`src/rtl/lc3_pkg.sv`:
```
// Shared types for the LC-3 operand-fetch slice: opcodes, immediate kinds, micro-op layout.
// Also holds the immediate extender used by the field decoder.
package lc3_pkg;

    localparam int XLEN   = 16;
    localparam int NREG   = 8;
    localparam int RSEL_W = $clog2(NREG);

    typedef enum logic [3:0] {
        OP_BR   = 4'h0,
        OP_ADD  = 4'h1,
        OP_LD   = 4'h2,
        OP_ST   = 4'h3,
        OP_JSR  = 4'h4,
        OP_AND  = 4'h5,
        OP_LDR  = 4'h6,
        OP_STR  = 4'h7,
        OP_RTI  = 4'h8,
        OP_NOT  = 4'h9,
        OP_LDI  = 4'hA,
        OP_STI  = 4'hB,
        OP_JMP  = 4'hC,
        OP_RES  = 4'hD,
        OP_LEA  = 4'hE,
        OP_TRAP = 4'hF
    } opcode_t;

    typedef enum logic [2:0] {
        IMM_NONE = 3'd0,
        IMM_5    = 3'd1,
        IMM_6    = 3'd2,
        IMM_9    = 3'd3,
        IMM_11   = 3'd4,
        IMM_TRAP = 3'd5
    } imm_kind_t;

    typedef struct packed {
        opcode_t           op;
        logic [RSEL_W-1:0] dr;
        logic              wr_en;
        logic [XLEN-1:0]   a;
        logic [XLEN-1:0]   b;
        logic [XLEN-1:0]   imm;
        logic              use_imm;
        logic [XLEN-1:0]   pc;
    } uop_t;

    function automatic logic [XLEN-1:0] imm_ext(input imm_kind_t kind, input logic [15:0] ir);
        logic [XLEN-1:0] v;
        case (kind)
            IMM_5:    v = {{(XLEN-5){ir[4]}},   ir[4:0]};
            IMM_6:    v = {{(XLEN-6){ir[5]}},   ir[5:0]};
            IMM_9:    v = {{(XLEN-9){ir[8]}},   ir[8:0]};
            IMM_11:   v = {{(XLEN-11){ir[10]}}, ir[10:0]};
            IMM_TRAP: v = {{(XLEN-8){1'b0}},    ir[7:0]};
            default:  v = '0;
        endcase
        return v;
    endfunction

endpackage

```
`src/rtl/lc3_field_decode.sv`:
```
// Pure combinational LC-3 field decode: register selects, source usage, destination, immediate.
// Latency 0; no handshake of its own.
// Backpressure: none, the caller owns flow control.
module lc3_field_decode
    import lc3_pkg::*;
(
    input  logic [15:0]       ir,
    output logic [RSEL_W-1:0] sel1,
    output logic [RSEL_W-1:0] sel2,
    output logic              use1,
    output logic              use2,
    output logic              wr_en,
    output logic [RSEL_W-1:0] dest,
    output logic              use_imm,
    output logic [XLEN-1:0]   imm
);

    opcode_t   op;
    imm_kind_t kind;

    assign op = opcode_t'(ir[15:12]);

    always_comb begin
        sel1    = ir[8:6];
        sel2    = ir[2:0];
        use1    = 1'b0;
        use2    = 1'b0;
        wr_en   = 1'b0;
        dest    = ir[11:9];
        use_imm = 1'b0;
        kind    = IMM_NONE;
        case (op)
            OP_ADD, OP_AND: begin
                use1    = 1'b1;
                use2    = !ir[5];
                use_imm = ir[5];
                wr_en   = 1'b1;
                kind    = IMM_5;
            end
            OP_NOT: begin
                use1  = 1'b1;
                wr_en = 1'b1;
            end
            OP_LD, OP_LDI, OP_LEA: begin
                wr_en = 1'b1;
                kind  = IMM_9;
            end
            OP_LDR: begin
                use1  = 1'b1;
                wr_en = 1'b1;
                kind  = IMM_6;
            end
            // Stores read the data register through the second port.
            OP_ST, OP_STI: begin
                sel2 = ir[11:9];
                use2 = 1'b1;
                kind = IMM_9;
            end
            OP_STR: begin
                sel2 = ir[11:9];
                use1 = 1'b1;
                use2 = 1'b1;
                kind = IMM_6;
            end
            OP_BR: kind = IMM_9;
            OP_JSR: begin
                use1  = !ir[11];
                wr_en = 1'b1;
                dest  = 3'd7;
                kind  = ir[11] ? IMM_11 : IMM_NONE;
            end
            OP_JMP:  use1 = 1'b1;
            OP_TRAP: kind = IMM_TRAP;
            default: ;
        endcase
    end

    assign imm = imm_ext(kind, ir);

endmodule

```
`src/rtl/operand_fetch.sv`:
```
// LC-3 decode/operand fetch with RAW/WAW scoreboard; optional writeback bypass under OPFETCH_BYPASS_EN.
// Latency 1 cycle from accept to out_valid; output held stable until out_ready.
// Backpressure: in_ready drops on full-and-blocked output, on hazard stall, and during flush.
module operand_fetch
    import lc3_pkg::*;
(
    input  logic              Clk,
    input  logic              Reset,
    input  logic              in_valid,
    output logic              in_ready,
    input  logic [15:0]       in_ir,
    input  logic [XLEN-1:0]   in_pc,
    output logic [RSEL_W-1:0] rf_sr1_sel,
    output logic [RSEL_W-1:0] rf_sr2_sel,
    input  logic [XLEN-1:0]   rf_sr1_data,
    input  logic [XLEN-1:0]   rf_sr2_data,
    input  logic              wb_valid,
    input  logic [RSEL_W-1:0] wb_dr,
    input  logic [XLEN-1:0]   wb_data,
    input  logic              flush,
    output logic              out_valid,
    input  logic              out_ready,
    output logic [3:0]        out_op,
    output logic [RSEL_W-1:0] out_dr,
    output logic              out_wr_en,
    output logic [XLEN-1:0]   out_a,
    output logic [XLEN-1:0]   out_b,
    output logic [XLEN-1:0]   out_imm,
    output logic              out_use_imm,
    output logic [XLEN-1:0]   out_pc
);

    logic [RSEL_W-1:0] dec_sel1;
    logic [RSEL_W-1:0] dec_sel2;
    logic              dec_use1;
    logic              dec_use2;
    logic              dec_wr_en;
    logic [RSEL_W-1:0] dec_dest;
    logic              dec_use_imm;
    logic [XLEN-1:0]   dec_imm;

    lc3_field_decode u_decode (
        .ir      (in_ir),
        .sel1    (dec_sel1),
        .sel2    (dec_sel2),
        .use1    (dec_use1),
        .use2    (dec_use2),
        .wr_en   (dec_wr_en),
        .dest    (dec_dest),
        .use_imm (dec_use_imm),
        .imm     (dec_imm)
    );

    assign rf_sr1_sel = dec_sel1;
    assign rf_sr2_sel = dec_sel2;

    logic [NREG-1:0] scoreboard;
    logic [NREG-1:0] sb_next;
    uop_t            uop_q;
    logic            out_valid_q;

    logic            byp1;
    logic            byp2;
    logic            byp_dst;
    logic [XLEN-1:0] opa;
    logic [XLEN-1:0] opb;

`ifdef OPFETCH_BYPASS_EN
    assign byp1    = wb_valid && (wb_dr == dec_sel1);
    assign byp2    = wb_valid && (wb_dr == dec_sel2);
    assign byp_dst = wb_valid && (wb_dr == dec_dest);
    assign opa     = byp1 ? wb_data : rf_sr1_data;
    assign opb     = byp2 ? wb_data : rf_sr2_data;
`else
    // The register file only updates at the edge, so a same-cycle writeback cannot help.
    logic unused_wb_data;
    assign unused_wb_data = ^wb_data;
    assign byp1    = 1'b0;
    assign byp2    = 1'b0;
    assign byp_dst = 1'b0;
    assign opa     = rf_sr1_data;
    assign opb     = rf_sr2_data;
`endif

    logic hazard;
    logic stall;
    logic fire;

    assign hazard = (dec_use1  && scoreboard[dec_sel1] && !byp1)
                  || (dec_use2  && scoreboard[dec_sel2] && !byp2)
                  || (dec_wr_en && scoreboard[dec_dest] && !byp_dst);
    assign stall    = in_valid && hazard;
    assign in_ready = (!out_valid_q || out_ready) && !stall && !flush;
    assign fire     = in_valid && in_ready;

    // Later assignments win: a set for a newly issued writer overrides any same-cycle clear.
    always_comb begin
        sb_next = scoreboard;
        if (wb_valid)
            sb_next[wb_dr] = 1'b0;
        if (flush && out_valid_q && uop_q.wr_en)
            sb_next[uop_q.dr] = 1'b0;
        if (fire && dec_wr_en)
            sb_next[dec_dest] = 1'b1;
    end

    always_ff @(posedge Clk) begin
        if (Reset) begin
            out_valid_q <= 1'b0;
            uop_q       <= '0;
            scoreboard  <= '0;
        end else begin
            scoreboard <= sb_next;
            if (fire) begin
                out_valid_q   <= 1'b1;
                uop_q.op      <= opcode_t'(in_ir[15:12]);
                uop_q.dr      <= dec_dest;
                uop_q.wr_en   <= dec_wr_en;
                uop_q.a       <= opa;
                uop_q.b       <= opb;
                uop_q.imm     <= dec_imm;
                uop_q.use_imm <= dec_use_imm;
                uop_q.pc      <= in_pc;
            end else if (flush || out_ready) begin
                out_valid_q <= 1'b0;
            end
        end
    end

    assign out_valid   = out_valid_q;
    assign out_op      = uop_q.op;
    assign out_dr      = uop_q.dr;
    assign out_wr_en   = uop_q.wr_en;
    assign out_a       = uop_q.a;
    assign out_b       = uop_q.b;
    assign out_imm     = uop_q.imm;
    assign out_use_imm = uop_q.use_imm;
    assign out_pc      = uop_q.pc;

endmodule

```
`config.mk`:
```
export PLATFORM = sky130hd
export DESIGN_NAME = operand_fetch
export DESIGN_NICKNAME = d
export VERILOG_FILES = /design/src/rtl/lc3_pkg.sv /design/src/rtl/lc3_field_decode.sv /design/src/rtl/operand_fetch.sv
export SDC_FILE = /design/constraint.sdc
export NUM_CORES = 1
export LEC_CHECK = 0
export ABC_AREA = 0
export BUFFER_PORTS_ARGS = -buffer_cell sky130_fd_sc_hd__buf_2
export CAP_MARGIN = 20
export CORE_MARGIN = 2
export CORE_UTILIZATION = 51
export CTS_CLUSTER_DIAMETER = 200
export DETAILED_ROUTE_END_ITERATION = 16
export GPL_TIMING_DRIVEN = 0
export PLACE_DENSITY = 0.9
export SLEW_MARGIN = 20
export SYNTH_ARGS = -nofsm -noshare
export SYNTH_HDL_FRONTEND = slang
export SYNTH_SLANG_ARGS = --single-unit
```
`constraint.sdc`:
```
create_clock -name Clk -period 4.65 [get_ports Clk]
set_input_delay 0.465 -clock Clk [delete_from_list [all_inputs] [get_ports Clk]]
set_output_delay 0.465 -clock Clk [all_outputs]
set_load 0.005 [all_outputs]
```
### After elaboration in Yosys (flattened, before gate mapping)

Index checks and enable logic that the tools add are counted.

* flip-flop bits (word level): 82
* word-level logic and storage cells: 97

* order comparisons: 8
* eq/ne operators: 18
* multiplexer cells: 26
* reductions and logical operators: 30
* bitwise logic cells: 5

Operator list (number)
* 16-bit one-hot mux with 5 select lines: 1
* 4-bit equality test (second input constant): 6
* 8-bit 2-to-1 mux: 3
* 3-bit by 4-bit < comparator with 1-bit output (second input constant): 5
* 8-bit AND: 2
* 4-bit by 3-bit equality test with 1-bit output (second input constant): 4
* 8-bit inverter: 2
* 3-bit one-hot mux with 5 select lines: 1
* 1-bit logical AND: 13
* 6-bit OR reduction: 2
* 1-bit 2-to-1 mux: 10
* 1-bit binary-select mux with 3-bit select: 3
* 1-bit demux with 3-bit select: 3
* 3-bit by 1-bit greater-or-equal comparator with 1-bit output (second input constant): 3
* 3-bit 2-to-1 mux: 3
* 4-bit by 2-bit equality test with 1-bit output (second input constant): 2
* 8-bit OR: 1
* 8-bit OR reduction: 1
* 3-bit by 2-bit equality test with 1-bit output (second input constant): 2
* 3-bit equality test (second input constant): 2
* 1-bit zero test: 5
* 4-bit by 1-bit equality test with 1-bit output (second input constant): 1
* 4-bit zero test: 1
* 1-bit logical OR: 4
* other kinds (5): 7

### Depth between registers and ports, before layout

Gate-level depths: netlist (run 1).

* depth in word-level cells: 15
* mapped depth: 11
* depth with buffers taken out: 6

### By module

From an unflattened synthesis (run 1), not the netlist that was laid out.

* cell total of the unflattened synthesis: 516
* area, all modules: 4451.8 um2

Modules (own cells, without submodules)
* operand_fetch: cells an instance 448, area each 3927.5 um2, instances 1
* lc3_field_decode: cells an instance 68, area each 524.3 um2, instances 1

### Worst setup path before layout (run 1)

Ideal clock, no wire load.

* path kind: input -> output
* start point: in in_ir[11]
* end point: out in_ready
* buffers on the path: 4
* setup slack: 2034 ps
* data required time: 4185 ps
* arrival: 2151 ps
* cell stages on the path: 10
* cell sequence: buf_2 > buf_1 > mux2i_1 > a22oi_1 > mux2i_1 > a311o_1 > clkbuf_1 > clkbuf_1 > nand2_1 > a21boi_0

* cells in the longest elaborated chain, start to end: 10
* elaborated cells on any way between the ends: 17
* those cells by class: 7 x mux; 10 x reduce/logical

Ends and longest elaborated chain
* from (decl): line operand_fetch.sv:11 `input logic [15:0] in_ir,`
* 3-bit 2-to-1 mux: line lc3_field_decode.sv:32 `case (op)`
* 1-bit binary-select mux with 3-bit select: line operand_fetch.sv:90 `|| (dec_use2 && scoreboard[dec_sel2] && !byp2)`
* 1-bit 2-to-1 mux (implied by the code): line operand_fetch.sv:90
* 1-bit logical AND: line operand_fetch.sv:90
* 1-bit logical OR: line operand_fetch.sv:90
* 1-bit logical OR *: line operand_fetch.sv:91 `|| (dec_wr_en && scoreboard[dec_dest] && !byp_dst);`
* 1-bit logical AND *: line operand_fetch.sv:92 `assign stall = in_valid && hazard;`
* 1-bit zero test *: line operand_fetch.sv:93 `assign in_ready = (!out_valid_q || out_ready) && !stall && !flush;`
* 1-bit logical AND * (2 in a row): line operand_fetch.sv:93
* to (decl): line operand_fetch.sv:10 `output logic in_ready,`

Every way passes the cells marked *; elsewhere a longest branch is shown, timed or not. The select of a mux whose other input is x is not followed.

### Final worst setup path (run 1)

Ends and elaborated chain as after synthesis.

==> run metrics, run 1 <==
total core area 7180 µm²; Nets roughly 720; initial antenna violation count 0; hold slack ~0.35 ns; share of the synthesized area in the top cell type 41.1%; Slew Viols, Final 0; post-route clock period utilization 71.6%; switching pwr between 0.4 and 0.5 mW; clk slew on worst S/H paths 0.09 ns; Slew HR 45.2%; status finished with violations; cts bufs inserted 9; uppermost routed layer met4; Clock Sinks 77; ys async rst share 0%; clk_skew 0.00946 ns; Synth Cell Area 3750 µm²; post-synth top area cell dfxtp_1; Initial DRT Pass Iterations 12; crit path time final 3.33 ns; Comb pwr share 17.6%; max-cap viol count 0; Syn Area/Cell 7.97 µm²; Seq pwr share 47.2%; Multi-input gate area 1940 µm²; WP data arrival 2.86 ns; WL met3 1220 µm; GR Util All Layers between 20 and 30%; Fmax roughly 300 MHz; Hold EP out_imm[3]; VDD IR-drop max 185 µV; register area between 1500 and 2000 µm²; setup TNS 0 ns; worst hold path type input port to flip-flop; HPWL after detailed placement approximately 9000 µm; initial cell density of the core 52.3%; synth top area cells dfxtp_1 (41%), a21oi_1 (9.9%), o21ai_0 (9.1%); R2R depth 8; global route total overflow 0; number of library cell types mapped by synthesis 50; Pint 1.06 mW; number of cells traversed by the worst hold path 3; DIE HEIGHT 89.8 µm; top_reg_cell synth dfxtp_1; # DRC 1; violations in the final reports DRC; slowest cell on the critical path buf_1; Clock Tree Buf Depth 2; worst-path cell chain buf_2, buf_1, mux2i_1, a22oi_1, mux2i_1, a311o_1, clkbuf_1, clkbuf_1, nand2_1, a21boi_0, buf_2; vias per cell 5.95; Net Count, Synth 560; leakage power 2.05 nW; CTS root buffer clkbuf_8; vias in the first global route 4010; reg-to-reg critical path startpoint scoreboard[2]; post-CTS resize count 0; most frequent cells after synthesis dfxtp_1 (77), a21oi_1 (74), o21ai_0 (68), nand3_1 (63), clkbuf_1 (35); endpoints failing setup 0; clock power share between 30% and 40%; Worst Hold Launch in_ir[3]; Layout Area Growth over Synthesis 28.9%; actual slew at the worst max-slew pin roughly 0.82 ns; H-tree levels 3; peak fanout along the critical path 10; Die Wd roughly 90 µm; drt wl/cell 16.7 µm; most frequent cell after synthesis dfxtp_1; Buffers on Ports 151; Final Hold Fails 0; switch share 29.9%; Mapped Cells 471; detailed-route via count 4383; Clk Latency, worst-skew pair roughly 0.35 ns; # hold bufs at CTS 0; routability cong. 0.982; WS Path Type input port to primary output; Worst EP required 4.18 ns; first-pass GRT wire length 19700 µm; CTS tree done; met2 wire length 5860 µm; unrepaired setup endpoints after global routing false; DRT met1 WL 5040 µm; share of layout cells above drive strength 1 just over 30%; Synth warnings 0; post-CTS setup buffer count 0; fill count 639; detailed-route wire length 12300 µm; 1st-iter DRT viols roughly 620; Crit. End Element primary output; total I/O pin count 170; largest net degree at the start of global routing 16; R2R Setup Slk 1.80 ns; ant diodes 0; EDFF count, synth 0; DRT antenna net count 0; CP peak stage delay 0.47 ns; reg2reg end out_a[5]; die area 8060 µm²; Cell Rows 31; crit start category input port; Synth Register Bits 77; PwrDens 312 nW/µm²; register area share after synthesis between 40% and 50%
==> per-layer routing <==
layer	up-vias	track usage, %
li1	2057	-
met1	2050	39.9
met2	255	48.5
met3	21	6.79
met4	0	7.69
met5	-	0
==> state kept, by name, summed over array words and instances (netlist names) <==
name         count
out_op           4
out_a           16
out_pc          16
out_imm         11
out_use_imm      1
out_valid        1
scoreboard       8
out_b           16
out_dr           3
out_wr_en        1
==> power groups by stage <==
stage	sequential [mW]	combinational [mW]	clock, mW
floorplan	0.727	0.139	0
global placement	0.725	0.253	0
detailed placement	0.727	0.259	0
CTS	0.712	0.261	0.533
global route	0.717	0.290	0.567
finish	0.712	0.265	0.532
==> placed cells by master, fill, tap and decap left out, types with 8 or more instances in the layout <==
cell type,n
buf_2,158
nand4_1,8
nand3_1,63
o21ai_0,68
nand2_1,25
buf_4,8
a21oi_1,74
dfxtp_1,77
clkbuf_8,9
clkbuf_1,35
==> through the flow <==
| stage | cells | worst slack (ns) | instance area [µm²] | total power, mW | util [%] |
|---|---|---|---|---|---|
| finish | 737 | 1.32 | 4840 | 1.51 | 67.5 |
| global route | 737 | 1.10 | 4840 | 1.57 | 67.5 |
| CTS | 737 | 1.41 | 4840 | 1.51 | 67.5 |
| detailed placement | 721 | 1.41 | 4630 | 0.986 | 64.6 |
| global placement | 721 | 1.43 | 4630 | 0.978 | 64.6 |
| floorplan | 471 | 2.03 | 3750 | 0.866 | - |
==> how the worst max path moves through the flow <==
stage	cells after the start	slack, ns	from	endpoint
6_report	11	1.32	in_ir[11]	in_ready
5_1_grt	11	1.10	in_ir[11]	in_ready
4_1_cts	11	1.41	in_ir[11]	in_ready
3_5_place_dp	11	1.41	in_ir[11]	in_ready
3_3_place_gp	11	1.43	in_ir[11]	in_ready
2_1_floorplan	10	2.03	in_ir[11]	in_ready
==> critical path, delay by kind of cell <==
| family | cells | cell delay, ns |
|---|---|---|
| multiplexers | 2 | 0.43 |
| AND/OR/NAND/NOR | 1 | 0.15 |
| AO/OA/AOI/OAI | 3 | 0.42 |
| buffers and inverters | 5 | 1.39 |
==> layout make-up <==
type                            count  area share (%)
Timing Repair Buffer              151            15.6
Sequential cell                    77            31.8
Multi-Input combinational cell    334            40.1
Clock buffer                        9            2.56
Tap cell                           99            2.56
Inverter                            6           0.465
Clock inverter                      7            1.71
Buffer                             54            5.14
==> logic make-up (layout without fill, tap and decap cells) <==
family                 count (synthesis)  after routing  share of synthesized area [%]
AOI/OAI and AO/OA                    185            185                           28.4
and+or+nand+nor                      137            137                           19.4
DFF                                   77             77                           41.1
buffers and inverters                 60            227                           7.23
muxes                                 12             12                           3.97
No activity file was read; power rests on OpenSTA's default activity.
==> run 2: changes to the inputs <==
CORE_UTILIZATION = 43   (was 51)
PLACE_DENSITY = 0.81   (was 0.9)
clock period = 2.95 ns   (was 4.65 ns; I/O delays follow)
==> run 2 against run 1 <==
Compared with the run above:
- critical path depth did not move
- the flow now finishes without violations
- clock power rose by 30%
- sequential share of layout area rose by 0.13 points
==> run metrics, run 2 (same netlist as run 1, synthesis figures left out) <==
status complete, no violations; Clk Latency, worst-skew pair approximately 0.35 ns; setup TNS 0 ns; R2R Setup Slk 0.20 ns; reg-to-reg critical path startpoint scoreboard[3]; actual slew at the worst max-slew pin ~0.72 ns; Layout Area Growth over Synthesis 28.4%; clk_skew around 0.0086 ns; total core area 8590 µm²; worst hold path type input port to flip-flop; DRT antenna net count 0; # hold bufs at CTS 0; Clock Sinks 77; WP data arrival between 2 and 3 ns; Worst EP required 2.65 ns; Clock Tree Buf Depth 2; 1st-iter DRT viols between 300 and 400; total I/O pin count 170; hold slack 0.182 ns; share of layout cells above drive strength 1 31.2%; post-CTS resize count 1; H-tree levels 3; endpoints failing setup 0; CP Launch Point in_ir[11]; die area roughly 9500 µm²; Slew HR 51.9%; drt wl/cell 16.5 µm; post-route clock period utilization 95.7%; # DRC 0; Buffers on Ports 151; crit path time final about 2.8 ns; Nets 722; Fmax between 300 and 400 MHz; routability cong. 0.905; vias in the first global route approximately 4000; peak fanout along the critical path 10; commonest non-fill, non-tap cells in the layout buf_2 (159), dfxtp_1 (77), a21oi_1 (74), o21ai_0 (68), nand3_1 (63); DIE HEIGHT ~97 µm; Cell Rows 34; HPWL after detailed placement 9030 µm; crit start category input port; R2R depth 8; Crit. End Element primary output; commonest non-fill, non-tap cell in the layout buf_2; post-CTS setup buffer count 0; detailed-route via count around 4400; fill count 837; max-cap viol count 0; vias per cell 5.84; ant diodes 0; Initial DRT Pass Iterations 5; CP Capture Point in_ready; initial cell density of the core a little over two fifths; reg2reg end out_imm[0]; clk slew on worst S/H paths 0.09 ns; WS Path Type input port to primary output; Die Wd about 97 µm; Slew Viols, Final 0; PwrDens 463 nW/µm²; first-pass GRT wire length around 19000 µm; leakage power between 2 and 2.5 nW; global route total overflow 0; CTS root buffer clkbuf_8; cts bufs inserted 9; detailed-route wire length roughly 12000 µm; initial antenna violation count 0; unrepaired setup endpoints after global routing false; VDD IR-drop max about 220 µV; largest net degree at the start of global routing 14; GR Util All Layers 25.2%; CTS tree done; Final Hold Fails 0
## run 2: changes by cell type in the layout (fill, tap and decap cells not counted), sizes merged
| cell | previous run | this run |
|---|---|---|
| bufinv | 1 | 0 |
| inv | 9 | 7 |
| clkinv | 2 | 4 |
## run 2: critical path, cell delays in order
cell and delay, ns:
buf_2 0.20, clkbuf_2 0.28, mux2i_1 0.22, a22oi_1 0.09
mux2i_1 0.19, a311o_1 0.16, clkbuf_1 0.25, buf_2 0.30
nand2_1 0.07, a21boi_0 0.29, buf_2 0.18
## run 2: where the power goes
part           leakage (nW)  internal [mW]  switching [mW]
registers             0.627           1.09          0.0312
clock network        0.0852          0.300           0.390
logic                  1.33          0.173           0.247
## run 2: worst min-delay path by stage
stage | start | slack, ns | cells after the start | endpoint
2_1_floorplan | in_ir[0] | 0.44 | 2 | out_imm[0]
3_3_place_gp | out_imm[3] | 0.44 | 2 | out_imm[3]
3_5_place_dp | out_imm[1] | 0.45 | 2 | out_imm[1]
4_1_cts | rf_sr1_data[3] | 0.18 | 3 | out_a[3]
5_1_grt | rf_sr2_data[11] | 0.18 | 3 | out_b[11]
6_report | rf_sr2_data[11] | 0.18 | 3 | out_b[11]
## run 2: area by class of cell
cell class	instances	area, µm²	share of cell area [%]
multi-input combinational	334	1950	40.4
clock inverter	6	40.0	0.831
inverter	6	22.5	0.467
buffer	54	254	5.27
sequential	77	1540	32.0
clock buffer	9	124	2.57
timing repair buffer	151	756	15.7
tap	108	135	2.80
## run 2: routing by layer
layer | routed length (µm) | global-route usage, % | part of all wire, %
met5 | 0 | 0 | 0
met4 | 337 | 10.1 | 2.7
met3 | 1010 | 4.60 | 8.2
met2 | 5750 | 42.0 | 47
met1 | 5200 | 32.1 | 42
## run 2: stage by stage
step	worst slack (ns)	cells	utilization (%)	total power, mW	cell area [µm²]
after floorplan	0.592	471	-	1.36	3750
final	0.128	745	56.1	2.23	4820
after detailed placement	-0.139	730	54.1	1.56	4650
after CTS	0.0168	745	56.0	2.24	4810
after global placement	-0.0479	730	54.1	1.54	4650
after global routing	0.0238	745	56.1	2.34	4820
